--- src/rtl/bac_unit.sv ---
// Bus access controller: turns one load/store request into a word-aligned memory transaction with byte lanes.
// Start -> mem_req 1 cycle, mem_ack -> Done 1 cycle; holds mem_req until ack or timeout, Start ignored while busy.
module bac_unit #(
   parameter int TIMEOUT = 64
) (
   input  logic        clk,
   input  logic        reset,
   input  logic        Start,
   input  logic        MemWr,
   input  logic        BACOp,
   input  logic [31:0] Addr,
   input  logic [31:0] WData,
   output logic        Busy,
   output logic        Done,
   output logic [31:0] RData,
   output logic        AddrErr,
   output logic        BusErr,
   output logic        mem_req,
   output logic        mem_we,
   output logic [29:0] mem_addr,
   output logic [3:0]  mem_be,
   output logic [31:0] mem_wdata,
   input  logic        mem_ack,
   input  logic [31:0] mem_rdata
);

   localparam logic [7:0] TO_LIMIT = 8'(TIMEOUT);

   typedef enum logic [1:0] {
      IDLE = 2'd0,
      REQ  = 2'd1,
      DONE = 2'd2
   } state_t;

   state_t      state;
   state_t      state_nxt;
   logic [7:0]  to_cnt;
   logic        lat_wr;
   logic        lat_byte;
   logic [1:0]  lat_off;
   logic        misalign;
   logic        accept;
   logic        launch;
   logic        timed_out;
   logic        req_exit;
   logic        rd_upd;
   logic [7:0]  rd_byte;
   logic [31:0] rd_val;

   assign misalign  = !BACOp && (Addr[1:0] != 2'b00);
   assign accept    = (state == IDLE) && Start;
   assign launch    = accept && !misalign;
   // ack has priority over an expiring counter in the same cycle
   assign timed_out = (state == REQ) && !mem_ack && (to_cnt == TO_LIMIT);
   assign req_exit  = (state == REQ) && (state_nxt != REQ);
   assign rd_upd    = (state == REQ) && mem_ack && !lat_wr;

   always_ff @(posedge clk or negedge reset) begin
      if (!reset) begin
         state <= IDLE;
      end else begin
         state <= state_nxt;
      end
   end

   always_comb begin
      state_nxt = state;
      case (state)
         IDLE: begin
            if (accept) begin
               state_nxt = misalign ? DONE : REQ;
            end
         end
         REQ: begin
            if (mem_ack || timed_out) begin
               state_nxt = DONE;
            end
         end
         DONE:    state_nxt = IDLE;
         default: state_nxt = IDLE;
      endcase
   end

   always_ff @(posedge clk or negedge reset) begin
      if (!reset) begin
         to_cnt <= 8'd0;
      end else if (launch) begin
         to_cnt <= 8'd0;
      end else if ((state == REQ) && !mem_ack) begin
         to_cnt <= to_cnt + 8'd1;
      end
   end

   always_ff @(posedge clk or negedge reset) begin
      if (!reset) begin
         lat_wr    <= 1'b0;
         lat_byte  <= 1'b0;
         lat_off   <= 2'b00;
         mem_we    <= 1'b0;
         mem_addr  <= 30'd0;
         mem_be    <= 4'b0000;
         mem_wdata <= 32'd0;
      end else if (launch) begin
         lat_wr    <= MemWr;
         lat_byte  <= BACOp;
         lat_off   <= Addr[1:0];
         mem_we    <= MemWr;
         mem_addr  <= Addr[31:2];
         mem_be    <= BACOp ? (4'b0001 << Addr[1:0]) : 4'b1111;
         mem_wdata <= BACOp ? {4{WData[7:0]}} : WData;
      end else if (req_exit) begin
         mem_we    <= 1'b0;
         mem_addr  <= 30'd0;
         mem_be    <= 4'b0000;
         mem_wdata <= 32'd0;
      end
   end

   always_comb begin
      rd_byte = mem_rdata[{lat_off, 3'b000} +: 8];
      rd_val  = lat_byte ? {{24{rd_byte[7]}}, rd_byte} : mem_rdata;
   end

   always_ff @(posedge clk or negedge reset) begin
      if (!reset) begin
         RData <= 32'd0;
      end else if (rd_upd) begin
         RData <= rd_val;
      end
   end

   // status flags are rebuilt every cycle so they only live in DONE
   always_ff @(posedge clk or negedge reset) begin
      if (!reset) begin
         Busy    <= 1'b0;
         mem_req <= 1'b0;
         Done    <= 1'b0;
         AddrErr <= 1'b0;
         BusErr  <= 1'b0;
      end else begin
         Busy    <= (state_nxt == REQ);
         mem_req <= (state_nxt == REQ);
         Done    <= (state_nxt == DONE);
         AddrErr <= accept && misalign;
         BusErr  <= timed_out;
      end
   end

endmodule

--- config.mk ---
export PLATFORM = sky130hd
export DESIGN_NAME = bac_unit
export DESIGN_NICKNAME = d
export VERILOG_FILES = /design/src/rtl/bac_unit.sv
export SDC_FILE = /design/constraint.sdc
export NUM_CORES = 1
export LEC_CHECK = 0
export CELL_PAD_IN_SITES_DETAIL_PLACEMENT = 1
export CELL_PAD_IN_SITES_GLOBAL_PLACEMENT = 2
export CORE_ASPECT_RATIO = 1.2
export CORE_MARGIN = 10
export CORE_UTILIZATION = 26
export DETAILED_ROUTE_END_ITERATION = 7
export PLACE_DENSITY = 0.82
export SKIP_LAST_GASP = 1
export SLEW_MARGIN = 20
export SYNTH_ARGS = -nofsm -noshare
export SYNTH_HDL_FRONTEND = slang
export SYNTH_SLANG_ARGS = --single-unit
--- constraint.sdc ---
create_clock -name clk -period 2.05 [get_ports clk]
set_input_delay 0.205 -clock clk [delete_from_list [all_inputs] [get_ports clk]]
set_output_delay 0.205 -clock clk [all_outputs]
set_load 0.01 [all_outputs]
==> impl_metrics.json, run 1 <==
{
  "status": "finished, final reports clean",
  "fin_crit_sh_pct": 97.42,
  "drc": 0,
  "rsz0062_at_grt": "true",
  "start_util_pct": 26.42,
  "synth_compound_area_share_pct": 21.48,
  "syn2layout_area_growth_pct": 63.43,
  "dieWidth_um": 143.8,
  "ir_drop_mv": 0.5649,
  "fp.dieH_um": 168.6,
  "powerDensity_mw_per_mm2": 1378,
  "multi_input_area_mm2": 0.001708,
  "synth_area_leaders": "dfrtp_1 61%, a22o_1 7.7%, a221o_1 5.0%, a21oi_1 2.8%, nor2_1 2.8%",
  "finalSetupViolations": 0,
  "comb_power_share_pct": 39.0,
  "synth_top_area_cell": "dfrtp_1",
  "fin_crit_ns": 1.997,
  "synthAdderAreaFrac_pct": 0.5231,
  "clock_latency_ns": 0.42,
  "cp-end-kind": "flip-flop",
  "final_layout_size_suffix_gt1_share_pct": 10.36,
  "clkTransAtPathRegs_ns": 0.05,
  "synth_most_common_cell": "dfrtp_1",
  "synthXorXnorAreaFrac_pct": 1.282,
  "dp_cells": 825,
  "drv_cap": 0,
  "cts_tree": "yes",
  "fp.dieArea_mm2": 0.02425,
  "rows": 54,
  "tightest_slew_ns": 0.4824,
  "avgRoutedWirePerCell_um": 21.22,
  "clockRootBuffer": "clkbuf_16",
  "crit_type": "reg -> reg",
  "yosysWarnings": 0,
  "crit_fanout": 20,
  "worstPathArrival_ns": 2.30,
  "antenna_found_initial": 3,
  "gp_congestion": 0.8122,
  "synth_area_mm2": 0.004783,
  "pin_count": 206,
  "fill_cells": 1966,
  "power.internal_w": 0.007288,
  "dpl.hpwl_um": 13940,
  "synth-simple-area-share_pct": 11.01,
  "swShare_pct": 32.34,
  "p_seq_share_pct": 35.1,
  "synth_top_family_by_area": "compound AO/OA/AOI/OAI gates",
  "async_flop_share_pct": 100.0,
  "cts_buffers": 17,
  "dr.pass1.iters": 4,
  "synth_top_area_share_pct": 61.21,
  "ys_seq_area_share_pct": 61.21,
  "grt_max_degree": 62,
  "vias": 4223,
  "core_area_mm2": 0.01811,
  "routed_wl_um": 18310,
  "yosysUniqueCellTypes": 41,
  "synth_ff_type": "dfrtp_1",
  "ys_seq_elements": 117,
  "syn_avg_cell_area_um2": 11.78,
  "avgViaCountPerCell": 4.893,
  "fin_skew_ns": 0.01185,
  "p_switching_w": 0.003483,
  "grt_pass1_wl_um": 28260,
  "track_usage_pct": 15.12,
  "io_buffers": 205,
  "clkPwrFrac_pct": 25.9,
  "synthesis.instances": 406,
  "power.leakage_nw": 3.432,
  "crit_path_start_kind": "flip-flop",
  "holdCritPathClass": "in -> async",
  "final_nets": 728,
  "finalHoldViolCount": 0,
  "tns_ns": 0,
  "cts_num_sinks": 117,
  "p_total_w": 0.01077,
  "drv_slew": 0,
  "cts_buffer_depth": 2,
  "synth_edf_count": 0,
  "fmaxAchievable_mhz": 500.7,
  "ant_nets": 0,
  "htreeDepth": 4,
  "required_ns": 2.35,
  "syn_nets": 510,
  "seqCellArea_mm2": 0.002928,
  "max_slew_margin_pct": 67.54,
  "drtIter0Drc": 120,
  "stdcell_count": 863,
  "synth_common_cells": "117 x dfrtp_1, 42 x a22o_1, 36 x nor2_1, 29 x nand2_1, 27 x a21oi_1",
  "cts_resized": 0,
  "grt_pass1_vias": 4903,
  "overflow": 0,
  "muxShareOfSynthArea_pct": 0.9155
}
[power by group through the flow]
| stage | logic (W) | registers [W] | clock network, W |
|---|---|---|---|
| 2_1_floorplan | 0.00136 | 0.00407 | 0 |
| 3_3_place_gp | 0.00413 | 0.00378 | 0 |
| 3_5_place_dp | 0.00426 | 0.00379 | 0 |
| 4_1_cts | 0.00427 | 0.00379 | 0.00288 |
| 5_1_grt | 0.00456 | 0.00391 | 0.00301 |
| 6_report | 0.00420 | 0.00378 | 0.00279 |
[path summary, 6_finish.rpt]
| check | startpoint | end | slack [ns] | cells past startpoint |
|---|---|---|---|---|
| setup / recovery | to_cnt[3] | mem_wdata[15] | 0.05 | 5 |
| hold / removal | reset | RData[10] | 0.27 | 2 |
| setup reg to reg | to_cnt[3] | mem_wdata[15] | 0.05 | 5 |
| hold reg to reg | RData[2] | RData[2] | 0.48 | 1 |
| max in group asynchronous | reset | to_cnt[0] | 1.05 | 3 |
| min in group clk | mem_rdata[20] | RData[20] | 0.39 | 3 |
[cells by family (layout without fill, tap and decap cells)]
| kind of cell | count (synthesis) | after routing |
|---|---|---|
| AOI/OAI and AO/OA | 133 | 133 |
| xor gates and xnor gates | 7 | 7 |
| adders and majority gates | 2 | 2 |
| buffers and inverters | 36 | 267 |
| DFF | 117 | 117 |
| muxes | 3 | 3 |
| other | 0 | 2 |
| and+or+nand+nor | 108 | 108 |
[cell usage in the layout (no fill, tap or decap), types with 6 or more instances in the layout]
| cell type | count |
|---|---|
| a31oi_1 | 12 |
| buf_4 | 18 |
| o21ai_0 | 10 |
| nor2_1 | 36 |
| nand2_1 | 29 |
| clkdlybuf4s50_1 | 204 |
| nor2b_1 | 7 |
| a22o_1 | 42 |
| a221o_1 | 24 |
| clkbuf_16 | 18 |
| and3_1 | 12 |
| a21o_1 | 10 |
| xor2_1 | 6 |
| dfrtp_1 | 117 |
| nand2b_1 | 7 |
| a21oi_1 | 27 |
[repair_timing]
| action | 4_1_cts | 5_1_grt |
|---|---|---|
| setup buffers | 0 | 2 |
| hold buffers | 1 | 0 |
| setup endpoints to repair | 0 | 21 |
| hold endpoints to repair | 28 | 0 |
[flip-flops by register name, indices dropped and copies added (netlist names)]
| signal | count |
|---|---|
| lat_off | 2 |
| mem_be | 4 |
| mem_wdata | 32 |
| Done | 1 |
| lat_byte | 1 |
| AddrErr | 1 |
| RData | 32 |
| BusErr | 1 |
| mem_addr | 30 |
| mem_we | 1 |
| to_cnt | 8 |
| state | 2 |
| lat_wr | 1 |
| mem_req | 1 |
[worst max-delay path, stage by stage, from the launching register on]
cell and delay, ns:
dfrtp_1 0.39, or3_4 0.39, o41ai_4 0.39, a21oi_4 0.15
clkbuf_16 0.21, a221o_1 0.35
[per-layer routing]
layer | part of all wire [%] | global-route usage (%) | wire length, µm
met5 | 0.044 | 0 | 8
met1 | 38 | 16.66 | 7018
met2 | 49 | 24.24 | 9005
met4 | 2.6 | 7.070 | 482
met3 | 9.8 | 6.915 | 1799
[cell type report]
cell class / instances / area share, %
repair buffers: 229 / 29.58
flip-flops and latches: 117 / 37.45
clock inverters: 12 / 1.344
diodes: 2 / 0.06402
clock buffers: 20 / 5.842
multi-input cells: 253 / 21.85
inverters: 6 / 0.2881
well taps: 224 / 3.585
[through the flow]
stage / area, µm² / hold slack, ns / worst slack (ns) / util (%)
2_1_floorplan: 4783 / -0.09059 / 0.2479 / -
3_3_place_gp: 7201 / 0.1711 / 0.1381 / 39.77
3_5_place_dp: 7201 / 0.1747 / 0.06849 / 39.77
4_1_cts: 7772 / 0.2688 / 0.05381 / 42.92
5_1_grt: 7818 / 0.3177 / -0.009455 / 43.17
6_report: 7818 / 0.2730 / 0.05296 / 43.17
(Power assumes the default switching activity.)
==> inputs of run 2 (changes only) <==
GPL_ROUTABILITY_DRIVEN = 0   (was default)
REMOVE_ABC_BUFFERS = 1   (was default)
==> run 2 against run 1 <==
Against the previous run: die area stayed put; combinational power about the same; sequential cell count unchanged; critical path depth unchanged; worst hold slack gained 0.0096 ns; non-clock buffer count grew 1; critical path type unchanged; largest cell class unchanged.
==> impl_metrics.json, run 2 (same netlist as run 1, synthesis figures left out) <==
{
  "cp_slowest_cell": "or3_4",
  "max_slew_margin_pct": 70.84,
  "final_nets": 729,
  "vias": 4191,
  "pin_count": 206,
  "rsz0062_at_grt": "true",
  "fin_crit_ns": 2.004,
  "grt_max_degree": 52,
  "r2r_slack_ns": 0.05,
  "overflow": 0,
  "avgRoutedWirePerCell_um": 20.47,
  "final_area_mm2": 0.007910,
  "status": "finished, final reports clean",
  "worstPathArrival_ns": 2.29,
  "syn2layout_area_growth_pct": 65.37,
  "cts_buffer_depth": 2,
  "slowest_delay_ns": 0.41,
  "cts_num_sinks": 117,
  "crit_family": "compound AO/OA/AOI/OAI gates",
  "fin_crit_sh_pct": 97.76,
  "diodes": 0,
  "core_area_mm2": 0.01811,
  "p_total_w": 0.01115,
  "finalSetupViolations": 0,
  "htreeDepth": 4,
  "clkTransAtPathRegs_ns": 0.05,
  "layout_commonest_cell": "clkdlybuf4s50_1",
  "required_ns": 2.33,
  "fin_skew_ns": 0.009162,
  "finalHoldViolCount": 0,
  "antenna_found_initial": 2,
  "grt_pass1_wl_um": 27920,
  "cp-end-kind": "flip-flop",
  "tightest_slew_ns": 0.4374,
  "rows": 54,
  "routed_wl_um": 17650,
  "top_regs": "RData x32, mem_wdata x32, mem_addr x30",
  "worst-path-buf-inv": 1,
  "crit_fanout": 30,
  "powerDensity_mw_per_mm2": 1410,
  "place_area_mm2": 0.007246,
  "dp_cells": 827,
  "ir_drop_mv": 0.5634,
  "avgViaCountPerCell": 4.862,
  "cp_cell_sequence": "or3_4 -> o41ai_4 -> a21oi_4 -> buf_12 -> a221o_1",
  "crit_path_start_kind": "flip-flop",
  "dieWidth_um": 143.8,
  "io_buffers": 205,
  "drc": 0,
  "final_layout_size_suffix_gt1_share_pct": 10.50,
  "start_util_pct": 26.42,
  "fp.dieArea_mm2": 0.02425,
  "fmaxAchievable_mhz": 499.0,
  "clock_latency_ns": 0.41,
  "cts_buffers": 17,
  "drv_cap": 0,
  "dpl.hpwl_um": 13470,
  "dr.pass1.iters": 4,
  "cts_tree": "yes",
  "clockRootBuffer": "clkbuf_16",
  "grt_pass1_vias": 4829,
  "final_cell_mix": "204 x clkdlybuf4s50_1, 117 x dfrtp_1, 42 x a22o_1",
  "ant_nets": 0,
  "fp.dieH_um": 168.6,
  "stdcell_count": 862,
  "drv_slew": 0,
  "holdCritPathClass": "in -> async",
  "power.leakage_nw": 3.489,
  "drtIter0Drc": 120,
  "crit_type": "reg -> reg",
  "track_usage_pct": 14.68
}
==> run 2: changes by cell type in the layout (fill, tap and decap cells not counted), moves of 2 or more <==
| cell | delta |
|---|---|
| clkinvlp_4 | -4 |
| clkbuf_8 | +2 |
| buf_12 | +2 |
| diode_2 | -2 |
| bufinv_16 | +3 |
==> run 2: per-stage QoR <==
step                      utilization (%)  hold slack, ns  setup TNS (ns)  worst slack [ns]
after CTS                           43.58          0.2910               0        0.00001221
after global placement              40.02          0.1556               0            0.1231
after floorplan                         -        -0.09059          -99.79            -1.198
after global routing                43.68          0.3089        -0.03970          -0.01717
after detailed placement            40.02          0.1731               0           0.02514
final                               43.68          0.2826               0           0.04591
==> run 2: final cells by class <==
cell class | count | area (µm²)
clock buffer | 23 | 488.0
clock inverter | 9 | 147.6
fill | 1966 | 10200
inverter | 6 | 22.52
multi-input combinational | 253 | 1713
sequential | 117 | 2928
tap | 224 | 280.3
timing repair buffer | 230 | 2331
==> run 2: repair_timing <==
action,CTS,global route
resized for setup,0,1
buffers inserted,0,2
endpoints found under the hold margin,27,0
setup endpoints to repair,0,51
hold buffers,1,0
==> run 2: path summary, 6_finish.rpt <==
path,startpoint,end,cells after the start
max,to_cnt[2],mem_wdata[25],5
min,reset,RData[30],2
max reg2reg,to_cnt[2],mem_wdata[25],5
min reg2reg,RData[4],RData[4],1
max in group asynchronous,reset,mem_wdata[1],3
min in group clk,mem_rdata[30],RData[30],3
==> run 2: worst register-to-register path, cell delays in order, from the launching register on <==
cell and delay [ns]:
dfrtp_1 0.37, or3_4 0.41, o41ai_4 0.40, a21oi_4 0.13, buf_12 0.19, a221o_1 0.38
==> run 2: where the power goes <==
| part | switching [W] | internal, W |
|---|---|---|
| combinational | 0.00180 | 0.00239 |
| clock | 0.00102 | 0.00215 |
| sequential | 0.000583 | 0.00319 |
==> run 2: layer usage <==
layer | wire [µm] | vias to the layer above | global-route usage, %
li1 | - | 1931 | -
met1 | 7345 | 2056 | 17.03
met2 | 7986 | 186 | 22.91
met3 | 2104 | 14 | 7.895
met4 | 191 | 4 | 4.180
met5 | 20 | - | 0
